<file path="config.mk">
export PLATFORM = sky130hd
export DESIGN_NAME = image_scan_ctrl
export DESIGN_NICKNAME = d
export VERILOG_FILES = /design/src/rtl/image_scan_ctrl.sv
export SDC_FILE = /design/constraint.sdc
export NUM_CORES = 2
export LEC_CHECK = 0
export CAP_MARGIN = 20
export CORE_ASPECT_RATIO = 2
export CORE_MARGIN = 1.5
export CORE_UTILIZATION = 55
export CTS_CLUSTER_SIZE = 25
export DETAILED_ROUTE_END_ITERATION = 12
export PLACE_DENSITY_LB_ADDON = 0.05
export SLEW_MARGIN = 25
export SYNTH_ARGS = -nofsm -noshare
export SYNTH_HDL_FRONTEND = slang
export SYNTH_SLANG_ARGS = --single-unit
export TNS_END_PERCENT = 20
</file>
<file path="constraint.sdc">
create_clock -name clk -period 52.6 [get_ports clk]
set_input_delay 7.89 -clock clk [delete_from_list [all_inputs] [get_ports clk]]
set_output_delay 7.89 -clock clk [all_outputs]
set_load 0.01 [all_outputs]
</file>
<file path="src/rtl/image_scan_ctrl.sv">
// rtl/image_scan_ctrl.sv - scan sequencer feeding the image ALU stage
//
// Walks the output-unit grid for the selected scaling algorithm, presents
// source-RAM read addresses with row/col coordinates, enables the ALU per
// unit and waits for unit_done before advancing.
//
// Optional feature macro: SCAN_WATCHDOG_EN (RUN-state watchdog, WDOG_CYCLES).
//
// Ports:
//   clk, rst         clock (rising edge), synchronous active-high reset
//   start            frame request, accepted only in IDLE
//   algo_sel         0 block avg, 1 NN zoom-in, 2 NN zoom-out, 3 replication
//   factor           scale factor F
//   src_width/height source image dimensions W/H
//   unit_done        ALU finished current unit (only honoured in RUN)
//   rom_addr         source RAM read address (RAM latency 1 cycle)
//   row, col         current unit coordinates
//   enable           ALU processing enable
//   busy             frame in progress
//   frame_done       one-cycle pulse at end of frame
//   error            sticky config/watchdog error, cleared on accepted start
module image_scan_ctrl #(
  parameter int ADDR_W      = 16,
  parameter int DIM_W       = 10,
  parameter int FACT_W      = 4,
  parameter int WDOG_CYCLES = 1023
) (
  input  logic              clk,
  input  logic              rst,
  input  logic              start,
  input  logic [1:0]        algo_sel,
  input  logic [FACT_W-1:0] factor,
  input  logic [DIM_W-1:0]  src_width,
  input  logic [DIM_W-1:0]  src_height,
  input  logic              unit_done,
  output logic [ADDR_W-1:0] rom_addr,
  output logic [ADDR_W-1:0] row,
  output logic [ADDR_W-1:0] col,
  output logic              enable,
  output logic              busy,
  output logic              frame_done,
  output logic              error
);

  typedef enum logic [2:0] {
    S_IDLE, S_SETUP, S_ADDR, S_RUN, S_GAP, S_DONE
  } state_t;

  state_t              state_q, state_d;
  logic [1:0]          algo_q, algo_d;
  logic [FACT_W-1:0]   fact_q, fact_d;
  logic [DIM_W-1:0]    w_q, w_d, h_q, h_d;
  logic [ADDR_W-1:0]   gw_q, gw_d, gh_q, gh_d;
  logic [ADDR_W-1:0]   row_q, row_d, col_q, col_d;
  logic [FACT_W-1:0]   dx_q, dx_d, dy_q, dy_d;
  logic                error_q, error_d;

`ifdef SCAN_WATCHDOG_EN
  localparam int WDOG_W = $clog2(WDOG_CYCLES + 1);
  logic [WDOG_W-1:0]   wdog_q, wdog_d;
`endif

  localparam logic [FACT_W-1:0] F_ONE = FACT_W'(1);

  logic [ADDR_W-1:0] f_ext, f_div, w_ext, h_ext;
  logic [ADDR_W-1:0] gw_calc, gh_calc, addr_calc;

  // Grid size and address arithmetic, all at ADDR_W width.
  always_comb begin
    f_ext = ADDR_W'(fact_q);
    // Divisor is forced non-zero; F==0 is rejected in SETUP anyway.
    f_div = (fact_q == '0) ? ADDR_W'(1) : f_ext;
    w_ext = ADDR_W'(w_q);
    h_ext = ADDR_W'(h_q);
    case (algo_q)
      2'd1:    begin gw_calc = w_ext * f_ext; gh_calc = h_ext * f_ext; end
      2'd3:    begin gw_calc = w_ext;         gh_calc = h_ext;         end
      default: begin gw_calc = w_ext / f_div; gh_calc = h_ext / f_div; end
    endcase
    case (algo_q)
      2'd0:    addr_calc = (row_q * f_ext + ADDR_W'(dy_q)) * w_ext
                           + col_q * f_ext + ADDR_W'(dx_q);
      2'd1:    addr_calc = (row_q / f_div) * w_ext + col_q / f_div;
      2'd2:    addr_calc = (row_q * f_ext) * w_ext + col_q * f_ext;
      default: addr_calc = row_q * w_ext + col_q;
    endcase
  end

  always_comb begin
    state_d = state_q;
    algo_d  = algo_q;
    fact_d  = fact_q;
    w_d     = w_q;
    h_d     = h_q;
    gw_d    = gw_q;
    gh_d    = gh_q;
    row_d   = row_q;
    col_d   = col_q;
    dx_d    = dx_q;
    dy_d    = dy_q;
    error_d = error_q;
`ifdef SCAN_WATCHDOG_EN
    wdog_d  = wdog_q;
`endif
    // Block pixel walk: advances in ADDR too, so the address presented in
    // RUN cycle k is pixel k while the RAM returns pixel k-1. Holds at the
    // last pixel of the block.
    if (state_q == S_ADDR || state_q == S_RUN) begin
      if (dx_q != fact_q - F_ONE) begin
        dx_d = dx_q + F_ONE;
      end else if (dy_q != fact_q - F_ONE) begin
        dx_d = '0;
        dy_d = dy_q + F_ONE;
      end
    end
    case (state_q)
      S_IDLE: begin
        if (start) begin
          algo_d  = algo_sel;
          fact_d  = factor;
          w_d     = src_width;
          h_d     = src_height;
          row_d   = '0;
          col_d   = '0;
          dx_d    = '0;
          dy_d    = '0;
          error_d = 1'b0;
          state_d = S_SETUP;
        end
      end
      S_SETUP: begin
        if (fact_q == '0) begin
          error_d = 1'b1;
          state_d = S_IDLE;
        end else begin
          gw_d    = gw_calc;
          gh_d    = gh_calc;
          state_d = (gw_calc == '0 || gh_calc == '0) ? S_DONE : S_ADDR;
        end
      end
      S_ADDR: begin
`ifdef SCAN_WATCHDOG_EN
        wdog_d  = '0;
`endif
        state_d = S_RUN;
      end
      S_RUN: begin
        if (unit_done) begin
          state_d = S_GAP;
        end
`ifdef SCAN_WATCHDOG_EN
        else if (wdog_q == WDOG_W'(WDOG_CYCLES - 1)) begin
          error_d = 1'b1;
          state_d = S_IDLE;
        end else begin
          wdog_d = wdog_q + WDOG_W'(1);
        end
`endif
      end
      S_GAP: begin
        dx_d = '0;
        dy_d = '0;
        if (row_q == gh_q - ADDR_W'(1) && col_q == gw_q - ADDR_W'(1)) begin
          row_d   = '0;
          col_d   = '0;
          state_d = S_DONE;
        end else begin
          if (col_q == gw_q - ADDR_W'(1)) begin
            col_d = '0;
            row_d = row_q + ADDR_W'(1);
          end else begin
            col_d = col_q + ADDR_W'(1);
          end
          state_d = S_ADDR;
        end
      end
      S_DONE:  state_d = S_IDLE;
      default: state_d = S_IDLE;
    endcase
  end

  always_ff @(posedge clk) begin
    if (rst) begin
      state_q <= S_IDLE;
      algo_q  <= '0;
      fact_q  <= '0;
      w_q     <= '0;
      h_q     <= '0;
      gw_q    <= '0;
      gh_q    <= '0;
      row_q   <= '0;
      col_q   <= '0;
      dx_q    <= '0;
      dy_q    <= '0;
      error_q <= 1'b0;
`ifdef SCAN_WATCHDOG_EN
      wdog_q  <= '0;
`endif
    end else begin
      state_q <= state_d;
      algo_q  <= algo_d;
      fact_q  <= fact_d;
      w_q     <= w_d;
      h_q     <= h_d;
      gw_q    <= gw_d;
      gh_q    <= gh_d;
      row_q   <= row_d;
      col_q   <= col_d;
      dx_q    <= dx_d;
      dy_q    <= dy_d;
      error_q <= error_d;
`ifdef SCAN_WATCHDOG_EN
      wdog_q  <= wdog_d;
`endif
    end
  end

  assign rom_addr   = addr_calc;
  assign row        = row_q;
  assign col        = col_q;
  assign enable     = (state_q == S_RUN);
  assign busy       = (state_q == S_SETUP) || (state_q == S_ADDR) ||
                      (state_q == S_RUN)   || (state_q == S_GAP);
  assign frame_done = (state_q == S_DONE);
  assign error      = error_q;

endmodule
</file>
# Word-level counts from Yosys, hierarchy flattened
# Index checks and enable logic that the tools add are counted.
[totals]
word_cells = 103
ff_bits = 102
out_inout_bits = 52
inputBits = 30
[op_classes]
bitwise_logic = 1
multipliers = 8
muxes = 30
n_addsub = 13
n_eq_ne = 16
n_div = 4
n_reduce_logical = 19
[op_table]
columns = ["operator", "n"]
rows = [
  ["case mux 16 bit (2 select lines)", 4],
  ["two-way mux 16 bit", 5],
  ["adder 16 bit", 4],
  ["multiplier 16 x 10 -> 16 bit", 4],
  ["case mux 16 bit (3 select lines)", 1],
  ["two-way mux 4 bit", 9],
  ["adder 16 x 1 -> 16 bit, second input constant", 2],
  ["adder 16 x 4 -> 16 bit", 2],
  ["divider 10 x 16 -> 16 bit", 2],
  ["divider 16 x 16 -> 16 bit", 2],
  ["equality test 16 bit", 2],
  ["logical NOT 16 bit", 2],
  ["multiplier 16 x 4 -> 16 bit", 2],
  ["subtractor 16 x 1 -> 16 bit, second input constant", 2],
  ["multiplier 10 x 4 -> 14 bit", 2],
  ["case mux 4 bit (2 select lines)", 2],
  ["two-way mux 3 bit", 5],
  ["case mux 3 bit (5 select lines)", 1],
  ["adder 4 x 1 -> 4 bit, second input constant", 2],
  ["!= test 4 bit", 2],
  ["AND reduction 2 bit", 4],
  ["equality test 3 x 2 -> 1 bit, second input constant", 2],
  ["equality test 3 bit, second input constant", 2],
  ["!= test 2 bit, second input constant", 3],
  ["other kinds (15)", 23],
]

# Longest topological paths before layout
[logic_depth]
word_depth = 9
ltp_mapped = 180
mapped_depth_nobuf = 169

# Worst setup path before layout
# Ideal clock, no wire load.
[synth_timing]
kind = "flip-flop to output port"
from = "reg fact_q[0]"
to = "out rom_addr[15]"
setup_slack_ns = 11.011
required_time_ns = 44.710
path_stages_with_launch = 167
arrival_ns = 33.699
path_buffers = 14
path_cell_list = "dfxtp_1 clkbuf_1 inv_1 buf_1 ha_1 nand2_1 nand2_1 inv_1 ha_1 and3_1 nor2_1 ha_1 o21a_1 o21a_1 o31ai_2 ha_1 o211ai_2 nand2_1 (+131 left out) fa_1 inv_1 ha_1 o21a_1 nor2_1 nor2_1 o21a_1 nor2_1 nor2_1 o21ai_0 nand2b_1 a21oi_1 o21bai_1 a21oi_1 xnor2_1 xnor2_1 xnor2_1 mux4_2"
[synth_between]
elab_chain_cells = 6
word_cells_on_any_way = 15
classes_between = "add/sub (5); mul (5); div (2); mux (2); reduce/logical (1)"
[synth_lines]
columns = ["element", "line", "source"]
rows = [
  ["from (decl)", "51", "logic [FACT_W-1:0] fact_q, fact_d;"],
  ["from (signal assigned)", "202", "fact_q <= fact_d;"],
  ["logical NOT 4 bit / multiplier 16 x 4 -> 16 bit (equally long branches)", "72, 81, 84", ""],
  ["two-way mux 4 bit / adder 16 x 4 -> 16 bit (equally long branches)", "72, 81", ""],
  ["divider 16 x 16 -> 16 bit / multiplier 16 x 10 -> 16 bit (equally long branches)", "83, 81", ""],
  ["multiplier 16 x 10 -> 16 bit / adder 16 bit (equally long branches)", "83, 82", ""],
  ["adder 16 bit / adder 16 x 4 -> 16 bit (equally long branches)", "83, 82", ""],
  ["case mux 16 bit (3 select lines) (*)", "80", "case (algo_q)"],
  ["to (decl)", "36", "output logic [ADDR_W-1:0] rom_addr,"],
]
# Every way passes the cells marked *; elsewhere a longest branch is shown, timed or not.

# Worst setup path after layout
# Same ends and word-level chain as after synthesis.

==> reports/summary.txt <==
Buffers on Ports = 81
Min Clock Period, post-route = 45890 ps
Final Cycle Share = 0.8725
count of final max-slew check failures = 0
fill count = 7868
Die ar. = 82180 um2
DR vias = 42320
Req. time, crit path = 44710 ps
largest fanout on the critical path = 17
slowest stage delay, CP = 790 ps
Post-Syn Area = 44200 um2
Cells after DPL = 6760
largest net degree at the start of global routing = 55
slew margin rel. = 0.2576
Ports = 82
Syn Inst Count = 5810
global-route wire length before repair = 239300 um
critical path class = reg2out
num rows = 146
# setup viols final = 0
unrepaired setup endpoints after global routing = false
number of flops mapped to enable cells by yosys = 0
GR Overflow Total = 0
cell mode on critical path = o21a_1
Die Width = 203.5 um
worst slew pin tran = 1096 ps
Non-Filler Instances = 6780
CTS tree = done
Detailed Route Iter0 Violations = 2124
Seq cells post-synth = 102
via density per instance = 6.242
Worst Hold Path Cells = 2
commonest non-fill, non-tap cell in the layout = nand2_1
DRC viols = 0
CP Capture Type = output pin
Clock Latency Late Sink = 410 ps
Achievable Freq = 0.02179 GHz
Post-CTS Repair Setup Buffers = 0
R2R cell count = 128
initial antenna violation count = 3
Worst-path clk slew = 80 ps
most frequent cells in the layout = nand2_1, inv_1, nor2_1
All-Layer GR Usage = 0.3767
slowest cell on the critical path = or4b_1
Pre-antenna DRT Iters = 6
Worst setup SP type = flip-flop
post-detail-place hpwl = 123600 um
HP Class = reg2reg
die height = 403.9 um
ys flop type = dfxtp_1
layout cell share with drive strength beyond 1 = 0.06446
Syn-to-layout area delta = 4.529%
Fin. Hold Viols = 0
clock root cell = clkbuf_16
Seq/Total Area, Yosys = 0.04619
Hold-fix buffers, CTS = 0
setup_tns = 0 ps
H-tree depth = 3
library cells used by synthesis = 148
synthesis warning total = 0
final wirelength = 154200 um
cts repair resizes = 0
NumNets Final = 6650
outcome = finished, final reports clean
Mean Syn Cell Area = 7.608 um2
Num CTS Buffers = 9
crit path DAT = 38000 ps
max_cap viols = 0
wire length per cell = 22.74 um
vias in the first global route = 43380
Clock Sinks = 102
post-synthesis async set-or-reset flop share = 0
routability cong. = 0.9546
Antenna Nets Post-Route = 0
Max Clock Skew = 18.20 ps
Clock Tree Buf Depth = 2
core area = 79460 um2
Starting Density = 0.5563
## flip-flops by register name, indices dropped and copies added, names as in the netlist, 3 cells and up
register,cells
gh_q,16
row,16
w_q,10
gw_q,16
h_q,10
col,16
state_q,3
fact_q,4
dy_q,4
dx_q,4
## per-stage QoR
step / area [um2] / worst slack (ps) / util / hold slack (ps)
2_1_floorplan: 44240 / 11010 / - / 449.6
3_3_place_gp: 45870 / 7615 / 0.5773 / 458.7
3_5_place_dp: 45880 / 7656 / 0.5773 / 466.6
4_1_cts: 46180 / 7065 / 0.5811 / 478.4
5_1_grt: 46200 / 3664 / 0.5814 / 496.3
6_report: 46210 / 6708 / 0.5815 / 477.6
## synthesized netlist by cell type, drive strengths merged, types with 52 or more instances
master  count  area [um2]
nand2     661        2491
inv       602        2262
nor2      513        1941
ha        462        5781
fa        423        8468
a21oi     356        1797
xnor2     265        2328
and2      235        1471
o21ai     227        1136
clkbuf    207       782.0
nor3      169       875.8
o21a      116       879.6
dfxtp     102        2042
xor2       92       805.8
nand3      91       465.5
a21o       73       548.0
o211ai     72       565.5
mux2i      65       674.4
o21bai     61       469.2
mux2       59       675.6
buf        57       376.6
a211oi     54       440.4
or3        54       347.8
and3       52       325.3
nand2b     52       325.3
## kinds of logic after synthesis
logic type / count (synthesis) / share of synthesized area
AND/OR/NAND/NOR: 2120 / 0.2353
other: 1 / 0.00008483
flip-flops: 102 / 0.04619
AO/OA/AOI/OAI: 1331 / 0.2083
buffers and inverters: 871 / 0.07781
multiplexers: 138 / 0.03767
XOR/XNOR: 358 / 0.07141
adder cells (fa/ha/maj): 889 / 0.3232
## worst paths after layout
check	start	endpoint	slack, ps
setup / recovery	fact_q[0]$_SDFFE_PP0P_	rom_addr[15]	6710
hold / removal	gh_q[15]$_SDFFE_PP0P_	gh_q[15]$_SDFFE_PP0P_	480
setup reg to reg	fact_q[0]$_SDFFE_PP0P_	state_q[2]$_SDFFE_PP0P_	20550
hold reg to reg	gh_q[15]$_SDFFE_PP0P_	gh_q[15]$_SDFFE_PP0P_	480
## cell type report
class	instances	area [um2]	share of cell area
Antenna cell	4	10.01	0.0002166
Clock buffer	9	225.2	0.004874
Clock inverter	7	78.83	0.001706
Inverter	607	2283	0.04942
Multi-Input combinational cell	4848	38800	0.8398
Sequential cell	102	2056	0.04449
Tap cell	1036	1296	0.02805
Timing Repair Buffer	167	1454	0.03147
## layer usage
| layer | GRT usage | wire, um | vias up |
|---|---|---|---|
| met4 | 0.2927 | 13770 | 0 |
| met3 | 0.04252 | 6942 | 520 |
| li1 | - | - | 19840 |
| met5 | 0 | 0 | - |
| met1 | 0.3767 | 53430 | 20680 |
| met2 | 0.7013 | 80050 | 1282 |
## worst max-delay path: cells and delay by family, from the launching register on
family                     cells  cell delay [ps]
DFF                            1              330
xor gates and xnor gates       3              680
adders and majority gates     20             5510
muxes                          7             2160
buffers and inverters         12             2330
and+or+nand+nor               45             9920
AOI/OAI and AO/OA             76            16550
Power is left out: the tool's default activity adds up to more than one toggle a clock period on the data nets, which glitch-free logic cannot reach.
